## config.mk

```make
export PLATFORM = sky130hd
export DESIGN_NAME = id_ex_operand_stage
export DESIGN_NICKNAME = d
export VERILOG_FILES = /design/src/rtl/id_ex_operand_stage_pkg.sv /design/src/rtl/id_ex_operand_stage_operand_fwd_mux.sv /design/src/rtl/id_ex_operand_stage.sv
export SDC_FILE = /design/constraint.sdc
export NUM_CORES = 1
export LEC_CHECK = 0
export CORE_AREA = 2 2 156 158
export CTS_CLUSTER_DIAMETER = 100
export DETAILED_ROUTE_END_ITERATION = 12
export DIE_AREA = 0 0 158 160
export PLACE_DENSITY = 0.78
export SYNTH_ARGS = -nofsm -noshare
export SYNTH_HDL_FRONTEND = slang
export SYNTH_HIERARCHICAL = 1
export SYNTH_SLANG_ARGS = --single-unit
```

## constraint.sdc

```tcl
create_clock -name clk -period 13.6 [get_ports clk]
set_input_delay 2.04 -clock clk [delete_from_list [all_inputs] [get_ports clk]]
set_output_delay 2.04 -clock clk [all_outputs]
set_load 0.01 [all_outputs]
```

## src/rtl/id_ex_operand_stage_pkg.sv

```systemverilog
// rtl/id_ex_operand_stage_pkg.sv - shared widths, zero-register constant and ID/EX register layout
package id_ex_operand_stage_pkg;

  localparam int XLEN        = 32;
  localparam int RFIDX_WIDTH = 5;
  localparam int ADDR_SIZE   = 32;
  localparam int STALL_CNT_W = 32;

  localparam logic [RFIDX_WIDTH-1:0] REG_ZERO = '0;

  typedef struct packed {
    logic                   valid;
    logic [RFIDX_WIDTH-1:0] rd;
    logic                   regwrite;
    logic                   is_load;
    logic [ADDR_SIZE-1:0]   pc;
    logic [XLEN-1:0]        imm;
    logic [XLEN-1:0]        op1;
    logic [XLEN-1:0]        op2;
  } id_ex_t;

endpackage

```

## src/rtl/id_ex_operand_stage_operand_fwd_mux.sv

```systemverilog
// rtl/id_ex_operand_stage_operand_fwd_mux.sv - priority operand select: x0, EX result, MEM result, regfile
module id_ex_operand_stage_operand_fwd_mux
  import id_ex_operand_stage_pkg::*;
(
  input  logic [RFIDX_WIDTH-1:0] src,
  input  logic [XLEN-1:0]        rf_data,
  input  logic                   ex_fwd_en,
  input  logic [RFIDX_WIDTH-1:0] ex_rd,
  input  logic [XLEN-1:0]        ex_res,
  input  logic                   mem_fwd_en,
  input  logic [RFIDX_WIDTH-1:0] mem_rd,
  input  logic [XLEN-1:0]        mem_res,
  output logic [XLEN-1:0]        operand
);

  // The younger producer (EX) wins over MEM; x0 is hardwired regardless of writers.
  always_comb begin
    if (src == REG_ZERO) begin
      operand = '0;
    end else if (ex_fwd_en && (ex_rd == src)) begin
      operand = ex_res;
    end else if (mem_fwd_en && (mem_rd == src)) begin
      operand = mem_res;
    end else begin
      operand = rf_data;
    end
  end

endmodule

```

## src/rtl/id_ex_operand_stage.sv

```systemverilog
// rtl/id_ex_operand_stage.sv - ID->EX operand stage: forwarding, load-use stall and ID/EX register
module id_ex_operand_stage
  import id_ex_operand_stage_pkg::*;
#(
  parameter int CNT_W = STALL_CNT_W
) (
  input  logic                   clk,
  input  logic                   reset,
  input  logic                   id_valid,
  input  logic [RFIDX_WIDTH-1:0] id_rs1,
  input  logic [RFIDX_WIDTH-1:0] id_rs2,
  input  logic                   id_use1,
  input  logic                   id_use2,
  input  logic [RFIDX_WIDTH-1:0] id_rd,
  input  logic                   id_regwrite,
  input  logic                   id_is_load,
  input  logic [ADDR_SIZE-1:0]   id_pc,
  input  logic [XLEN-1:0]        id_imm,
  output logic [RFIDX_WIDTH-1:0] ra1,
  output logic [RFIDX_WIDTH-1:0] ra2,
  input  logic [XLEN-1:0]        rd1,
  input  logic [XLEN-1:0]        rd2,
  input  logic [XLEN-1:0]        ex_alu_res,
  input  logic                   mem_regwrite,
  input  logic [RFIDX_WIDTH-1:0] mem_rd,
  input  logic [XLEN-1:0]        mem_res,
  input  logic                   flush,
  input  logic                   hold,
  output logic                   id_ready,
  output logic                   ex_valid,
  output logic [RFIDX_WIDTH-1:0] ex_rd,
  output logic                   ex_regwrite,
  output logic                   ex_is_load,
  output logic [ADDR_SIZE-1:0]   ex_pc,
  output logic [XLEN-1:0]        ex_imm,
  output logic [XLEN-1:0]        ex_op1,
  output logic [XLEN-1:0]        ex_op2,
  output logic [CNT_W-1:0]       stall_cnt
);

  id_ex_t           id_ex_q, id_ex_d;
  logic [CNT_W-1:0] stall_cnt_q, stall_cnt_d;
  logic [XLEN-1:0]  fwd_op1, fwd_op2;
  logic             ex_fwd_en;
  logic             load_use;

  assign ra1 = id_rs1;
  assign ra2 = id_rs2;

  assign ex_fwd_en = id_ex_q.valid & id_ex_q.regwrite;

  id_ex_operand_stage_operand_fwd_mux u_fwd_rs1 (
    .src        (id_rs1),
    .rf_data    (rd1),
    .ex_fwd_en  (ex_fwd_en),
    .ex_rd      (id_ex_q.rd),
    .ex_res     (ex_alu_res),
    .mem_fwd_en (mem_regwrite),
    .mem_rd     (mem_rd),
    .mem_res    (mem_res),
    .operand    (fwd_op1)
  );

  id_ex_operand_stage_operand_fwd_mux u_fwd_rs2 (
    .src        (id_rs2),
    .rf_data    (rd2),
    .ex_fwd_en  (ex_fwd_en),
    .ex_rd      (id_ex_q.rd),
    .ex_res     (ex_alu_res),
    .mem_fwd_en (mem_regwrite),
    .mem_rd     (mem_rd),
    .mem_res    (mem_res),
    .operand    (fwd_op2)
  );

  // A load in EX has no data yet; a dependent ID instruction must wait one cycle for MEM forwarding.
  assign load_use = id_valid & id_ex_q.valid & id_ex_q.is_load & (id_ex_q.rd != REG_ZERO) &
                    ((id_use1 & (id_rs1 == id_ex_q.rd)) | (id_use2 & (id_rs2 == id_ex_q.rd)));

  assign id_ready = ~hold & ~load_use;

  always_comb begin
    id_ex_d     = id_ex_q;
    stall_cnt_d = stall_cnt_q;
    if (flush) begin
      id_ex_d = '0;
    end else if (hold) begin
      id_ex_d = id_ex_q;
    end else if (load_use) begin
      id_ex_d.valid    = 1'b0;
      id_ex_d.regwrite = 1'b0;
      id_ex_d.is_load  = 1'b0;
      if (stall_cnt_q != {CNT_W{1'b1}}) begin
        stall_cnt_d = stall_cnt_q + 1'b1;
      end
    end else begin
      id_ex_d.valid    = id_valid;
      id_ex_d.rd       = id_rd;
      id_ex_d.regwrite = id_regwrite & id_valid;
      id_ex_d.is_load  = id_is_load & id_valid;
      id_ex_d.pc       = id_pc;
      id_ex_d.imm      = id_imm;
      id_ex_d.op1      = fwd_op1;
      id_ex_d.op2      = fwd_op2;
    end
  end

  always_ff @(posedge clk or posedge reset) begin
    if (reset) begin
      id_ex_q     <= '0;
      stall_cnt_q <= '0;
    end else begin
      id_ex_q     <= id_ex_d;
      stall_cnt_q <= stall_cnt_d;
    end
  end

  assign ex_valid    = id_ex_q.valid;
  assign ex_rd       = id_ex_q.rd;
  assign ex_regwrite = id_ex_q.regwrite;
  assign ex_is_load  = id_ex_q.is_load;
  assign ex_pc       = id_ex_q.pc;
  assign ex_imm      = id_ex_q.imm;
  assign ex_op1      = id_ex_q.op1;
  assign ex_op2      = id_ex_q.op2;
  assign stall_cnt   = stall_cnt_q;

endmodule

```

; Yosys cells after proc, flatten, opt, wreduce, memory -nomap -nowiden
; Cells that the tools add are included.
[op_classes]
n_bitwise = 14
n_eq_ne = 9
addsub = 1
reduce_logical = 9
n_mux = 12
[op_table]
columns = op, count
row1 = $mux W136, 2
row2 = $mux W32, 6
row3 = $mux W128, 1
row4 = $add A32 B1 Y32 const B, 1
row5 = $ne A32 B32 Y1 const B, 1
row6 = $eq A5 B5 Y1, 6
row7 = $and A1 B1 Y1, 10
row8 = $logic_not A5 Y1, 2
row9 = $mux W5, 1
row10 = $reduce_bool A5 Y1, 1
row11 = $logic_and A1 B1 Y1, 4
row12 = $ne A2 B2 Y1 const B, 2
row13 = $reduce_and A4 Y1, 1
row14 = $not A1 Y1, 3
row15 = $mux W2, 1
row16 = $reduce_and A2 Y1, 1
row17 = $mux W1, 1
row18 = $or A1 B1 Y1, 1
[totals]
elab_cells = 54
register_bits = 168
output_inout_bits = 179

; Logic depth before layout (Yosys ltp)
[depth]
depth_word = 8
depth_mapped = 8
ltp_nobuf = 7

; Modules after synthesis
; Netlist, hierarchy kept.
[modules_own_cells]
columns = mod, instances, seq_area_each_um2, area_each_um2, cells_each
row1 = id_ex_operand_stage, 1, 4204.0, 7385.8, 628
row2 = id_ex_operand_stage_operand_fwd_mux, 2, 0.0, 1253.7, 196

; Worst setup path after synthesis
; Ideal clock, no wire load.
[synth_path]
kind = input-to-output
start = input port id_rs2[1]
end = output port id_ready
t_required_ns = 11.560
t_arrival_ns = 2.929
cell_stages = 6
path_slack_ns = 8.631
path_cell_list = xnor2_1 -> nand4_1 -> o22ai_2 -> a21oi_1 -> buf_2 -> buf_4
[synth_via]
elab_chain_len = 6
[synth_rtl]
columns = item, line
row1 = start: declaration, id_ex_operand_stage.sv:11  ; input logic [RFIDX_WIDTH-1:0] id_rs2,
row2 = $eq A5 B5 Y1, id_ex_operand_stage.sv:78  ; ((id_use1 & (id_rs1 == id_ex_q.rd)) | (id_use2 & (id_rs2 == id_ex_q.rd)));
row3 = $and A1 B1 Y1, id_ex_operand_stage.sv:78
row4 = $or A1 B1 Y1, id_ex_operand_stage.sv:78
row5 = $and A1 B1 Y1, id_ex_operand_stage.sv:77  ; assign load_use = id_valid & id_ex_q.valid & id_ex_q.is_load & (id_ex_q.rd != REG_ZERO) &
row6 = $not A1 Y1, id_ex_operand_stage.sv:80  ; assign id_ready = ~hold & ~load_use;
row7 = $and A1 B1 Y1, id_ex_operand_stage.sv:80
row8 = end: declaration, id_ex_operand_stage.sv:29  ; output logic id_ready,
; Every way passes these cells.

; Worst setup path after layout
[layout_path]
start = input port id_rs1[3]
end = output port id_ready
[layout_via]
elab_chain_len = 6
[layout_rtl]
columns = item, line
row1 = start: declaration, id_ex_operand_stage.sv:10  ; input logic [RFIDX_WIDTH-1:0] id_rs1,
row2 = $eq A5 B5 Y1, id_ex_operand_stage.sv:78
row3 = $and A1 B1 Y1, id_ex_operand_stage.sv:78
row4 = $or A1 B1 Y1, id_ex_operand_stage.sv:78
row5 = $and A1 B1 Y1, id_ex_operand_stage.sv:77
row6 = $not A1 Y1, id_ex_operand_stage.sv:80
row7 = $and A1 B1 Y1, id_ex_operand_stage.sv:80
; Every way passes these cells.

==> impl_metrics.prom <==
# TYPE chip_impl_metric gauge
chip_impl_metric{name="cp.required",unit="ps"} 11560
chip_impl_metric{name="max_slew.worst_pin.slew",unit="ps"} 1100
chip_impl_metric{name="grt_antenna_before_repair",unit=""} 2
chip_impl_metric{name="detail_route.vias_per_cell",unit=""} 5.71
chip_impl_metric{name="number_of_buffers_on_the_longest_clock_path",unit=""} 2
chip_impl_info{name="grt_setup_unrepaired",value="no"} 1
chip_impl_metric{name="synth.area.mux_share",unit="%"} 13.6
chip_impl_metric{name="mappedNetlistNets",unit=""} 1243
chip_impl_metric{name="postRouteWirelength",unit="um"} 36000
chip_impl_metric{name="synth_unique_cells",unit=""} 49
chip_impl_metric{name="floorplan.initialDensity",unit="%"} 41.5
chip_impl_metric{name="io-pin-count",unit=""} 401
chip_impl_metric{name="simple_logic_cell_fraction_of_the_synthesized_area",unit="%"} 19.3
chip_impl_info{name="hold_path_class",value="reg2reg"} 1
chip_impl_metric{name="floorplan.core_area",unit="um^2"} 23800
chip_impl_metric{name="final_critical_path_setup_slack",unit="ps"} 6800
chip_impl_metric{name="area.growth.synth_to_final",unit="%"} 46.6
chip_impl_metric{name="synth_top_area_share",unit="%"} 42.5
chip_impl_metric{name="clk_skew",unit="ps"} 14.7
chip_impl_metric{name="post-cts-setup-buffer-count",unit=""} 0
chip_impl_metric{name="num_vias",unit=""} 9596
chip_impl_metric{name="layout-drive-gt1-share",unit="%"} 7.15
chip_impl_metric{name="filler_cell_count",unit=""} 2093
chip_impl_metric{name="syn_avg_cell_area",unit="um^2"} 9.70
chip_impl_metric{name="min_period_over_period",unit="%"} 50.0
chip_impl_metric{name="dp.final_hpwl",unit="um"} 25200
chip_impl_metric{name="rows",unit=""} 57
chip_impl_metric{name="avgRoutedWirePerCell",unit="um"} 21.4
chip_impl_info{name="mostFrequentLayoutCells",value="sky130_fd_sc_hd__clkdlybuf4s50_1, sky130_fd_sc_hd__dfrtp_1, sky130_fd_sc_hd__nor2_1, sky130_fd_sc_hd__mux2i_1, sky130_fd_sc_hd__nor3_1"} 1
chip_impl_metric{name="first_global_vias",unit=""} 9334
chip_impl_metric{name="die_x",unit="um"} 158
chip_impl_metric{name="dieArea",unit="um^2"} 25300
chip_impl_metric{name="share_of_synthesized_area_occupied_by_flip_flops_and_latches",unit="%"} 42.5
chip_impl_metric{name="groute.usage.overall",unit="%"} 27.6
chip_impl_metric{name="stdcell_count",unit=""} 1682
chip_impl_info{name="tritoncts",value="built"} 1
chip_impl_metric{name="max_slew_margin",unit="%"} 26.3
chip_impl_metric{name="maxcap_violations",unit=""} 0
chip_impl_metric{name="synth-compound-area-share",unit="%"} 13.4
chip_impl_metric{name="timing.final.max_slew_violations",unit=""} 0
chip_impl_info{name="run_status",value="finished, final reports clean"} 1
chip_impl_info{name="synth_top_cell_by_area",value="sky130_fd_sc_hd__dfrtp_1"} 1
chip_impl_metric{name="worst_setup_hold_path_clk_slew",unit="ps"} 80
chip_impl_metric{name="netlist_area",unit="um^2"} 9890
chip_impl_metric{name="cts_max_level",unit=""} 4
chip_impl_metric{name="ir_drop",unit="uV"} 74.5
chip_impl_metric{name="finalSetupViolations",unit=""} 0
chip_impl_metric{name="setup.reg_to_reg.worst_slack",unit="ps"} 9270
chip_impl_metric{name="worst-endpoint-arrival",unit="ps"} 4760
chip_impl_metric{name="cts-hold-fix-buffers",unit=""} 0
chip_impl_metric{name="post_synth_edffs",unit=""} 0
chip_impl_metric{name="numPortBuffers",unit=""} 400
chip_impl_metric{name="gp_congestion",unit=""} 0.906
chip_impl_metric{name="power_per_cell_area",unit="nW/um^2"} 90.1
chip_impl_metric{name="yosys_warnings",unit=""} 6
chip_impl_info{name="layout.cells.most_common",value="sky130_fd_sc_hd__clkdlybuf4s50_1"} 1
chip_impl_metric{name="grt_start_max_net_pins",unit=""} 108
chip_impl_metric{name="clock_sinks",unit=""} 168
chip_impl_metric{name="finalHoldViolations",unit=""} 0
chip_impl_info{name="cts_root_buf",value="sky130_fd_sc_hd__clkbuf_16"} 1
chip_impl_metric{name="cts_repair_resize_count",unit=""} 0
chip_impl_metric{name="drt_iter0_markers",unit=""} 795
chip_impl_metric{name="grt_first_pass_wirelength",unit="um"} 54400
chip_impl_metric{name="first_pass_iters",unit=""} 5
chip_impl_metric{name="numCtsBuffers",unit=""} 17
chip_impl_metric{name="grt_remaining_overflow",unit=""} 0
chip_impl_metric{name="drt_drc_violations_left",unit=""} 0
chip_impl_metric{name="setup_total_negative_slack",unit="ps"} 0
chip_impl_metric{name="async_reset_ff_share",unit="%"} 100
chip_impl_metric{name="num-nets-final",unit=""} 1567
chip_impl_metric{name="postRouteAntennaNets",unit=""} 0
chip_impl_metric{name="synth_seq_cells",unit=""} 168
chip_impl_metric{name="synth_fa_ha_area_share",unit="%"} 0.126
chip_impl_metric{name="synth_cells",unit=""} 1020
chip_impl_info{name="synth_flop_cell",value="sky130_fd_sc_hd__dfrtp_1"} 1
chip_impl_info{name="ys_top_cells_by_area",value="sky130_fd_sc_hd__dfrtp_1, sky130_fd_sc_hd__mux2i_1, sky130_fd_sc_hd__nor2_1, sky130_fd_sc_hd__nor3_1, sky130_fd_sc_hd__o22a_1"} 1
chip_impl_metric{name="worstSkewPairLatency",unit="ps"} 430
chip_impl_metric{name="layout_min_cycle_time",unit="ps"} 6800
chip_impl_metric{name="fin_worst_hold_slack",unit="ps"} 499
chip_impl_info{name="synth_top_family_by_area",value="simple AND/OR/NAND/NOR gates"} 1
chip_impl_metric{name="die_y",unit="um"} 160
chip_impl_metric{name="leakagePower",unit="nW"} 5.95
chip_impl_metric{name="crit_fanout",unit=""} 25
chip_impl_info{name="timing.setup.critical_path_class",value="in2out"} 1
chip_impl_info{name="critical_path.endpoint_type",value="output pin"} 1
chip_impl_metric{name="dp.cells",unit=""} 1649
chip_impl_metric{name="post-route-util",unit="%"} 60.9
chip_impl_info{name="timing.critical_path.from_type",value="input port"} 1
chip_impl_metric{name="synth_xor_area_share",unit="%"} 5.55
chip_impl_metric{name="fmax",unit="GHz"} 0.147
chip_impl_metric{name="pre_cts_ws",unit="ps"} 6790
==> where the power goes <==
part	total [mW]	switching, mW	leakage, nW	internal, mW
sequential	0.539	0.0161	2.24	0.523
clock	0.489	0.237	0.287	0.251
combinational	0.280	0.134	3.42	0.146
==> state kept, by name, indices dropped and copies added (netlist names) <==
name / cells
stall_cnt: 32
ex_imm: 32
ex_op2: 32
ex_valid: 1
ex_rd: 5
ex_regwrite: 1
ex_op1: 32
ex_pc: 32
ex_is_load: 1
==> per-stage QoR <==
stage | total power [mW] | instance area, um^2
2_1_floorplan | 0.670 | 9890
3_3_place_gp | 0.823 | 13900
3_5_place_dp | 0.826 | 13900
4_1_cts | 1.32 | 14500
5_1_grt | 1.36 | 14500
6_report | 1.31 | 14500
==> kinds of logic (layout without fill, tap and decap cells) <==
group | after synthesis | count (layout)
simple gates | 375 | 375
compound gates | 170 | 170
flops | 168 | 168
mux | 134 | 134
buf+inv | 111 | 448
xor+xnor | 61 | 61
fa+ha+maj | 1 | 1
other cells | 0 | 1
==> final cells by class <==
cell class                      count  area, um^2  share of cell area (%)
Timing Repair Buffer              413        4090                    28.2
Sequential cell                   168        4200                    29.0
Tap cell                          324         405                    2.80
Inverter                            3        16.3                   0.112
Multi-Input combinational cell    741        5190                    35.8
Clock buffer                       18         439                    3.03
Antenna cell                        1        2.50                  0.0173
Clock inverter                     14         149                    1.03
==> final timing paths <==
check / endpoint / from / cells after the start
setup / recovery: id_ready / id_rs1[3] / 6
hold / removal: stall_cnt[27] / stall_cnt[27] / 1
setup reg to reg: ex_op1[23] / ex_rd[2] / 8
max in group asynchronous: stall_cnt[15] / reset / 3
hold reg to reg: stall_cnt[27] / stall_cnt[27] / 1
min in group asynchronous: stall_cnt[21] / reset / 2
==> per-layer routing <==
metal	part of all wire, %	vias to the layer above	global-route usage (%)
met5	0	-	0
met4	3.7	0	10.4
met3	10	73	8.82
met2	46	509	42.7
met1	40	4666	36.2
li1	-	4348	-
==> synthesized netlist by cell type (2+ instances only) <==
master,instances
sky130_fd_sc_hd__a211oi_1,36
sky130_fd_sc_hd__a21oi_1,2
sky130_fd_sc_hd__a311oi_1,8
sky130_fd_sc_hd__a311oi_2,20
sky130_fd_sc_hd__a32oi_1,2
sky130_fd_sc_hd__and2_1,2
sky130_fd_sc_hd__and3_1,3
sky130_fd_sc_hd__and4_1,3
sky130_fd_sc_hd__buf_1,2
sky130_fd_sc_hd__buf_2,17
sky130_fd_sc_hd__buf_4,24
sky130_fd_sc_hd__buf_6,3
sky130_fd_sc_hd__clkbuf_1,62
sky130_fd_sc_hd__dfrtp_1,168
sky130_fd_sc_hd__inv_1,3
sky130_fd_sc_hd__mux2i_1,133
sky130_fd_sc_hd__nand2_1,22
sky130_fd_sc_hd__nand3_1,47
sky130_fd_sc_hd__nand3_2,2
sky130_fd_sc_hd__nand4_1,39
sky130_fd_sc_hd__nor2_1,153
sky130_fd_sc_hd__nor3_1,76
sky130_fd_sc_hd__nor4_2,7
sky130_fd_sc_hd__nor4b_2,2
sky130_fd_sc_hd__o21ai_0,62
sky130_fd_sc_hd__o21ai_1,2
sky130_fd_sc_hd__o22a_1,36
sky130_fd_sc_hd__or2_1,2
sky130_fd_sc_hd__or3_1,3
sky130_fd_sc_hd__or4_1,2
sky130_fd_sc_hd__xnor2_1,31
sky130_fd_sc_hd__xnor2_2,2
sky130_fd_sc_hd__xor2_1,28
==> worst max-delay path, cell delays in order <==
cell and delay (ps):
sky130_fd_sc_hd__clkdlybuf4s50_1 700, sky130_fd_sc_hd__xnor2_1 120, sky130_fd_sc_hd__nand4_1 110, sky130_fd_sc_hd__o22ai_2 160, sky130_fd_sc_hd__a21oi_4 820, sky130_fd_sc_hd__clkdlybuf4s50_1 800
Note: power is estimated with default switching activity, not from simulation.
